### config.mk
export PLATFORM = sky130hd
export DESIGN_NAME = fetch_prefetch_unit_flat
export DESIGN_NICKNAME = d
export VERILOG_FILES = /design/src/rtl/fetch_prefetch_if.sv /design/src/rtl/fetch_prefetch_unit.sv /design/src/flat_wrapper.sv
export SDC_FILE = /design/constraint.sdc
export NUM_CORES = 1
export LEC_CHECK = 0
export BUFFER_PORTS_ARGS = -buffer_cell sky130_fd_sc_hd__buf_2
export CORE_MARGIN = 2
export CORE_UTILIZATION = 35
export CTS_CLUSTER_DIAMETER = 120
export CTS_CLUSTER_SIZE = 12
export DETAILED_ROUTE_END_ITERATION = 6
export GPL_TIMING_DRIVEN = 0
export HOLD_SLACK_MARGIN = 0.12
export PLACE_DENSITY_LB_ADDON = 0.15
export SYNTH_ARGS = -nofsm -noshare
export SYNTH_HDL_FRONTEND = slang
export SYNTH_SLANG_ARGS = --single-unit
### constraint.sdc
create_clock -name clk -period 2.3 [get_ports clk]
set_clock_uncertainty 0.05 [all_clocks]
set_input_delay 0.46 -clock clk [delete_from_list [all_inputs] [get_ports clk]]
set_output_delay 0.46 -clock clk [all_outputs]
set_load 0.02 [all_outputs]
### src/rtl/fetch_prefetch_if.sv
// Fetch-side bus bundle: memory instruction port plus the decode handshake.
// The fetch unit drives through master; memory and decode sit on slave.
interface fetch_prefetch_if #(
    parameter int ADDR_W = 16,
    parameter int DATA_W = 16
);
    logic [ADDR_W-1:0] mem_addr;
    logic              mem_read;
    logic [DATA_W-1:0] mem_rdata;
    logic              instr_valid;
    logic [DATA_W-1:0] instr_data;
    logic [ADDR_W-1:0] instr_pc;
    logic              instr_ready;

    modport master (
        output mem_addr, mem_read, instr_valid, instr_data, instr_pc,
        input  mem_rdata, instr_ready
    );

    modport slave (
        input  mem_addr, mem_read, instr_valid, instr_data, instr_pc,
        output mem_rdata, instr_ready
    );
endinterface

### src/rtl/fetch_prefetch_unit.sv
// Instruction fetch with a small prefetch FIFO, redirect flush and stall.
// Words return one cycle after the read and are queued with their PC.
module fetch_prefetch_unit #(
    parameter int                ADDR_W   = 16,
    parameter int                DATA_W   = 16,
    parameter int                DEPTH    = 4,
    parameter logic [ADDR_W-1:0] RESET_PC = '0
) (
    input  logic              clk,
    input  logic              rst_n,
    input  logic              fetch_en,
    input  logic              redirect_valid,
    input  logic [ADDR_W-1:0] redirect_pc,
    fetch_prefetch_if.master  bus
);
    localparam int PTR_W = (DEPTH > 1) ? $clog2(DEPTH) : 1;
    localparam int CNT_W = PTR_W + 1;
    localparam logic [CNT_W-1:0] FULL = CNT_W'(DEPTH);

    typedef struct packed {
        logic [ADDR_W-1:0] pc;
        logic [DATA_W-1:0] data;
    } entry_t;

    entry_t            fifo [DEPTH];
    logic [ADDR_W-1:0] fetch_pc;
    logic [ADDR_W-1:0] inflight_pc;
    logic              inflight;
    logic [PTR_W-1:0]  rd_ptr;
    logic [PTR_W-1:0]  wr_ptr;
    logic [CNT_W-1:0]  count;
    logic [CNT_W:0]    occupancy;
    logic              issue;
    logic              push;
    logic              pop;

    // Credit counts the in-flight read; a pop this cycle frees nothing yet.
    assign occupancy = {1'b0, count} + {{CNT_W{1'b0}}, inflight};
    assign issue = rst_n & fetch_en & ~redirect_valid
                 & (occupancy < {1'b0, FULL});
    assign push = inflight & ~redirect_valid;
    assign pop  = bus.instr_valid & bus.instr_ready & ~redirect_valid;

    assign bus.mem_read    = issue;
    assign bus.mem_addr    = fetch_pc;
    assign bus.instr_valid = (count != '0);
    assign bus.instr_data  = fifo[rd_ptr].data;
    assign bus.instr_pc    = fifo[rd_ptr].pc;

    always_ff @(posedge clk) begin
        if (!rst_n) begin
            fetch_pc    <= RESET_PC;
            inflight    <= 1'b0;
            inflight_pc <= RESET_PC;
            rd_ptr      <= '0;
            wr_ptr      <= '0;
            count       <= '0;
        end else if (redirect_valid) begin
            fetch_pc <= redirect_pc;
            inflight <= 1'b0;
            rd_ptr   <= '0;
            wr_ptr   <= '0;
            count    <= '0;
        end else begin
            inflight <= issue;
            if (issue) begin
                fetch_pc    <= fetch_pc + ADDR_W'(1);
                inflight_pc <= fetch_pc;
            end
            if (push) wr_ptr <= wr_ptr + PTR_W'(1);
            if (pop)  rd_ptr <= rd_ptr + PTR_W'(1);
            case ({push, pop})
                2'b10:   count <= count + CNT_W'(1);
                2'b01:   count <= count - CNT_W'(1);
                default: count <= count;
            endcase
        end
    end

    always_ff @(posedge clk) begin
        if (rst_n && push) begin
            fifo[wr_ptr] <= '{pc: inflight_pc, data: bus.mem_rdata};
        end
    end

    overflow_a: assert property (
        @(posedge clk) disable iff (!rst_n)
        !(push && !pop && count == FULL)
    );
endmodule

### src/flat_wrapper.sv
// flat-port wrapper written by rule: the top's interface ports become plain ports
module fetch_prefetch_unit_flat 
#(
    parameter int                ADDR_W   = 16,
    parameter int                DATA_W   = 16,
    parameter int                DEPTH    = 4,
    parameter logic [ADDR_W-1:0] RESET_PC = '0
)
  (clk, rst_n, fetch_en, redirect_valid, redirect_pc, bus_mem_addr, bus_mem_read, bus_instr_valid, bus_instr_data, bus_instr_pc, bus_mem_rdata, bus_instr_ready);
  fetch_prefetch_if #(.ADDR_W(ADDR_W), .DATA_W(DATA_W)) bus_i ();
  input  logic clk;
  input  logic rst_n;
  input  logic fetch_en;
  input  logic redirect_valid;
  input  logic [ADDR_W-1:0] redirect_pc;
  output wire logic [$bits(bus_i.mem_addr)-1:0] bus_mem_addr;
  output wire logic [$bits(bus_i.mem_read)-1:0] bus_mem_read;
  output wire logic [$bits(bus_i.instr_valid)-1:0] bus_instr_valid;
  output wire logic [$bits(bus_i.instr_data)-1:0] bus_instr_data;
  output wire logic [$bits(bus_i.instr_pc)-1:0] bus_instr_pc;
  input wire logic [$bits(bus_i.mem_rdata)-1:0] bus_mem_rdata;
  input wire logic [$bits(bus_i.instr_ready)-1:0] bus_instr_ready;
  assign bus_mem_addr = bus_i.mem_addr;
  assign bus_mem_read = bus_i.mem_read;
  assign bus_instr_valid = bus_i.instr_valid;
  assign bus_instr_data = bus_i.instr_data;
  assign bus_instr_pc = bus_i.instr_pc;
  assign bus_i.mem_rdata = bus_mem_rdata;
  assign bus_i.instr_ready = bus_instr_ready;
  fetch_prefetch_unit #(.ADDR_W(ADDR_W), .DATA_W(DATA_W), .DEPTH(DEPTH), .RESET_PC(RESET_PC)) u_core (.clk(clk), .rst_n(rst_n), .fetch_en(fetch_en), .redirect_valid(redirect_valid), .redirect_pc(redirect_pc), .bus(bus_i));
endmodule
# After elaboration in Yosys (flattened, before gate mapping)
# Memory sizes are Yosys's and may differ from the RTL's. A register that Yosys moved wholly into a read port is not among the register bits.
# Index checks and enable logic that the tools add are counted.
[op_classes] add_sub_neg=6 order_cmp=1 n_eq_ne=2 n_mux=7 bitwise_logic=8 n_reduce_logical=6
[ops] op="16-bit 2-to-1 mux" count=2
[ops] op="16-bit by 1-bit adder with 16-bit output, second input constant" count=1
[ops] op="1-bit bitwise AND" count=6
[ops] op="3-bit one-hot mux with 2 select lines" count=1
[ops] op="2-bit by 1-bit adder with 2-bit output, second input constant" count=2
[ops] op="3-bit by 1-bit adder with 4-bit output" count=1
[ops] op="4-bit by 3-bit less-than comparator with 1-bit output, second input constant" count=1
[ops] op="2-bit 2-to-1 mux" count=2
[ops] op="2-bit nonzero test" count=2
[ops] op="3-bit by 1-bit adder with 3-bit output, second input constant" count=1
[ops] op="3-bit nonzero test" count=1
[ops] op="3-bit by 1-bit subtractor with 3-bit output, second input constant" count=1
[ops] op="2-bit by 1-bit == test with 1-bit output, second input constant" count=1
[ops] op="2-bit == test, second input constant" count=1
[ops] op="1-bit 2-to-1 mux" count=2
[ops] op="1-bit NOT" count=2
[ops] op="2-bit AND reduction" count=1
[ops] op="2-bit OR reduction" count=1
[ops] op="1-bit logical AND" count=1
[word_totals] reg_bits=40 ramBits=128 inputBits=37 output_inout_bits=50 word_cells=37 mem_count=1
[mem_list] name="u_core.fifo" depth=4 width=32 read_ports=1 rd_clocked_by_memory_dff=1 wr=1 line_no="fetch_prefetch_unit.sv:25" text="entry_t fifo [DEPTH];"

# Depth between registers and ports, before layout
[depth] depth_word=5 depth_mapped=10 ltp_nobuf=8

# Least setup slack after synthesis
# Ideal clock, no wire load.
[synth_timing] path_type="input -> register" startpoint="in redirect_valid" endpoint="mem u_core.fifo[0][0] (netlist name), enable pin" setup_time_ns=0.392 arrival_ns=1.777 t_required_ns=1.858 slack_ns=0.081 stages=4 n_path_buf=2 cell_sequence="buf_6 > clkbuf_1 > nor2_1 > and3_1"
[synth_via] elab_chain_cells=5
[synth_rtl] element="start, declared" line_no="flat_wrapper.sv:14" text="input logic redirect_valid;"
[synth_rtl] element="1-bit NOT" line_no="fetch_prefetch_unit.sv:41" text="assign push = inflight & ~redirect_valid;"
[synth_rtl] element="1-bit bitwise AND" line_no="fetch_prefetch_unit.sv:41"
[synth_rtl] element="1-bit logical AND" line_no="fetch_prefetch_unit.sv:81" text="if (rst_n && push) begin"
[synth_rtl] element="1-bit 2-to-1 mux" line_no="fetch_prefetch_unit.sv:81"
[synth_rtl] element="1-bit 2-to-1 mux (implied by the code)" line_no="fetch_prefetch_unit.sv:82" text="fifo[wr_ptr] <= '{pc: inflight_pc, data: bus.mem_rdata};"
[synth_rtl] element="end, declared" line_no="fetch_prefetch_unit.sv:25"
# Every way passes these cells.

==> reports/metrics.yaml <==
cells_and_area:
  fin_area_um2: 8050
  nFillCells: 1675
  n_antenna_cell: 0
  fin_cells: 766
  final_common_cell: "edfxtp_1"
  fin_nets: 564
  drive_above_1_share_pct: 34.2
  fin_util_pct: 43.3
  mostFrequentLayoutCells: "edfxtp_1, buf_2, dfxtp_1"
  synthToLayoutAreaGrowth_pct: 22.1
routing:
  ant_nets: 0
  route.vias.total: 3792
  first_pass_iters: 5
  drt-total-wl_um: 13400
  drt_iter0_drc: 204
  drc_errors: 0
  viasPerCell: 4.95
  wire_per_inst_um: 17.6
power_and_ir_drop:
  power_frac_comb_pct: 3.3
  seqPwrFrac_pct: 51.9
  peakVddDrop_uv: 502
  power_mw: 6.44
  power.leakage_nw: 2.86
  clkPwrFrac_pct: 44.8
  power.density_nw_per_um2: 799
  intPower_mw: 5.11
  swShare_pct: 20.7
  switching_power_mw: 1.33
run_status:
  status: "finished, final reports clean"
yosys:
  yosysUniqueCellTypes: 43
  synth_edf_count: 128
  synth_area_um2: 6590
  syn_avg_cell_area_um2: 16.0
  synthCells: 412
  synth_seq_cells: 170
  synthesis.nets: 456
  yosysWarnings: 0
  ys_seq_area_share_pct: 71.1
  async_reset_ff_share_pct: 0
  ys.flop_type: "edfxtp_1"
critical_path:
  crit_path_end: "bus_instr_data[3]"
  path_class: "reg2out"
  path_depth: 3
  r2r-end: "u_core.count[2]"
  worstPathRequired_ps: 1790
  path_delay_family: "multiplexers"
  crit_path_end_kind: "primary output"
  path_buf_inv: 2
  path_cells: "buf_8 > mux4_2 > buf_2"
  slowest_stage: "mux4_2"
  worstPathArrival_ps: 1710
  crit_path_max_incr_delay_ps: 520
  reg2reg_depth: 8
  r2r_start: "u_core.count[1]"
  regToRegSetupSlack_ps: 160
  start_kind: "register"
  path_max_fanout: 10
die:
  initial_core_util_pct: 35.5
  rows: 50
  coreArea_um2: 18600
  die_h_um: 141
  die_w_um: 141
  ioPinCount: 87
  fp.dieArea_um2: 20000
placement:
  place_congestion: 0.809
  dpl.hpwl_um: 9130
  place_ws_ps: -25.4
  io_buffers: 85
  placed_area_um2: 7400
  numPlacedInstances: 735
grt:
  first_global_vias: 3861
  grt_max_degree: 23
  grt_remaining_overflow: 0
  globalRouteMet1Util_pct: 17.1
  grt.met3_usage_pct: 3.84
  track_usage_pct: 14.0
  grt-busiest-layer: "met2"
  grt_antenna_before_repair: 0
  grt_pass1_wl_um: 20900
  grtUsageMet2_pct: 24.1
sta:
  setup_tns_ps: 0
  slew_violations: 0
  finalSetupViolCount: 0
  fin_crit_sh_pct: 96.6
  fmax_mhz: 450
  min_period_ps: 2220
  rsz0062_at_grt: "no"
  fin_ws_ps: 77.5
  max_slew.worst_pin.slew_ps: 571
  whs_ps: 205
  hold_violations: 0
  slew_headroom_pct: 61.9
cts:
  htreeDepth: 4
  clkSinkCount: 170
  cts_made_buffers: 17
  postCtsHoldBufs: 0
  clk_pin_slew_ps: 70
  clockBufferDepth: 2
  clkLatencyLatePin_ps: 420
  cts_tree: "built"
  clock_tree.root_cell: "clkbuf_16"
flow_run:
  cap_violations: 0
min_path:
  min_path_type: "in2reg"
timing repair:
item,4_1_cts,5_1_grt
endpoints found under the setup margin,31,12
hold endpoints to repair,0,0
buffers inserted,0,2
gates resized for setup,17,5
per-layer routing:
metal  part of all wire, %  wire length [um]
met5                     0                 0
met4                  0.99               133
met3                   5.1               681
met2                    51              6840
met1                    43              5790
cell usage after synthesis, types with 2 or more instances:
| cell | number | share of area (%) |
|---|---|---|
| a21oi_1 | 33 | 2.5 |
| a22oi_1 | 2 | 0.23 |
| a2bb2oi_1 | 2 | 0.27 |
| a31oi_1 | 7 | 0.66 |
| a32oi_1 | 3 | 0.40 |
| and2_1 | 2 | 0.19 |
| and3_1 | 5 | 0.47 |
| buf_2 | 8 | 0.61 |
| buf_6 | 5 | 0.85 |
| clkbuf_1 | 8 | 0.46 |
| dfxtp_1 | 42 | 13 |
| edfxtp_1 | 128 | 58 |
| ha_1 | 6 | 1.1 |
| inv_1 | 11 | 0.63 |
| mux4_2 | 32 | 11 |
| nand2_1 | 39 | 2.2 |
| nand2b_1 | 3 | 0.28 |
| nand3_1 | 7 | 0.53 |
| nand3_2 | 2 | 0.30 |
| nand3b_1 | 2 | 0.23 |
| nand4_1 | 5 | 0.47 |
| nor2_1 | 22 | 1.3 |
| nor3_1 | 4 | 0.30 |
| o21ai_0 | 9 | 0.68 |
| o21ai_1 | 2 | 0.15 |
| or3_1 | 3 | 0.28 |
| xnor2_1 | 2 | 0.27 |
| xor2_1 | 3 | 0.40 |
worst min-delay path by stage:
stage | start | to | slack (ps) | cells past startpoint
finish | bus_mem_rdata[0] | u_core.fifo[1][0] | 200 | 1
global route | bus_mem_rdata[1] | u_core.fifo[1][1] | 190 | 1
CTS | bus_mem_rdata[0] | u_core.fifo[1][0] | 190 | 1
detailed placement | u_core.inflight_pc[1] | u_core.inflight_pc[1] | 450 | 2
global placement | u_core.inflight_pc[2] | u_core.fifo[2][18] | 430 | 0
floorplan | u_core.inflight_pc[0] | u_core.fifo[0][16] | 410 | 0
worst reg2reg max path: cells and delay by family, from the launching register on:
kind	cells	cell delay (ps)
AO/OA/AOI/OAI	1	150
XOR/XNOR	1	160
adder cells (fa/ha/maj)	2	560
buffers and inverters	1	60
flip-flops	1	380
AND/OR/NAND/NOR	3	710
cells by family after synthesis:
group / after synthesis / share of synthesized area [%]
AOI/OAI and AO/OA: 61 / 5.39
xor gates and xnor gates: 5 / 0.664
adders and majority gates: 7 / 1.44
buffers and inverters: 36 / 3.04
DFF: 170 / 71.1
muxes: 33 / 11.1
and+or+nand+nor: 100 / 7.33
power groups by stage:
| stage | clock, mW | sequential, mW | combinational, mW |
|---|---|---|---|
| final | 2.88 | 3.34 | 0.214 |
| after global routing | 3.06 | 3.34 | 0.235 |
| after CTS | 2.94 | 3.34 | 0.218 |
| after detailed placement | 0 | 3.41 | 0.216 |
| after global placement | 0 | 3.41 | 0.209 |
| after floorplan | 0 | 3.42 | 0.103 |
registers in the layout, summed over array words and instances, names as in the netlist, named ones only:
register,flops
u_core.bus.mem_addr,16
u_core.inflight,1
u_core.wr_ptr,2
u_core.rd_ptr,2
u_core.count,3
u_core.inflight_pc,16
u_core.fifo,128
cell type report:
class	count	area (um^2)	share of cell area, %
Inverter	12	47.5	0.590
Clock buffer	18	429	5.33
Tap cell	234	293	3.64
Buffer	22	189	2.35
Sequential cell	170	4690	58.2
Clock inverter	13	168	2.08
Multi-Input combinational cell	206	1710	21.3
Timing Repair Buffer	91	523	6.49
Note: power is estimated with default switching activity, not from simulation.
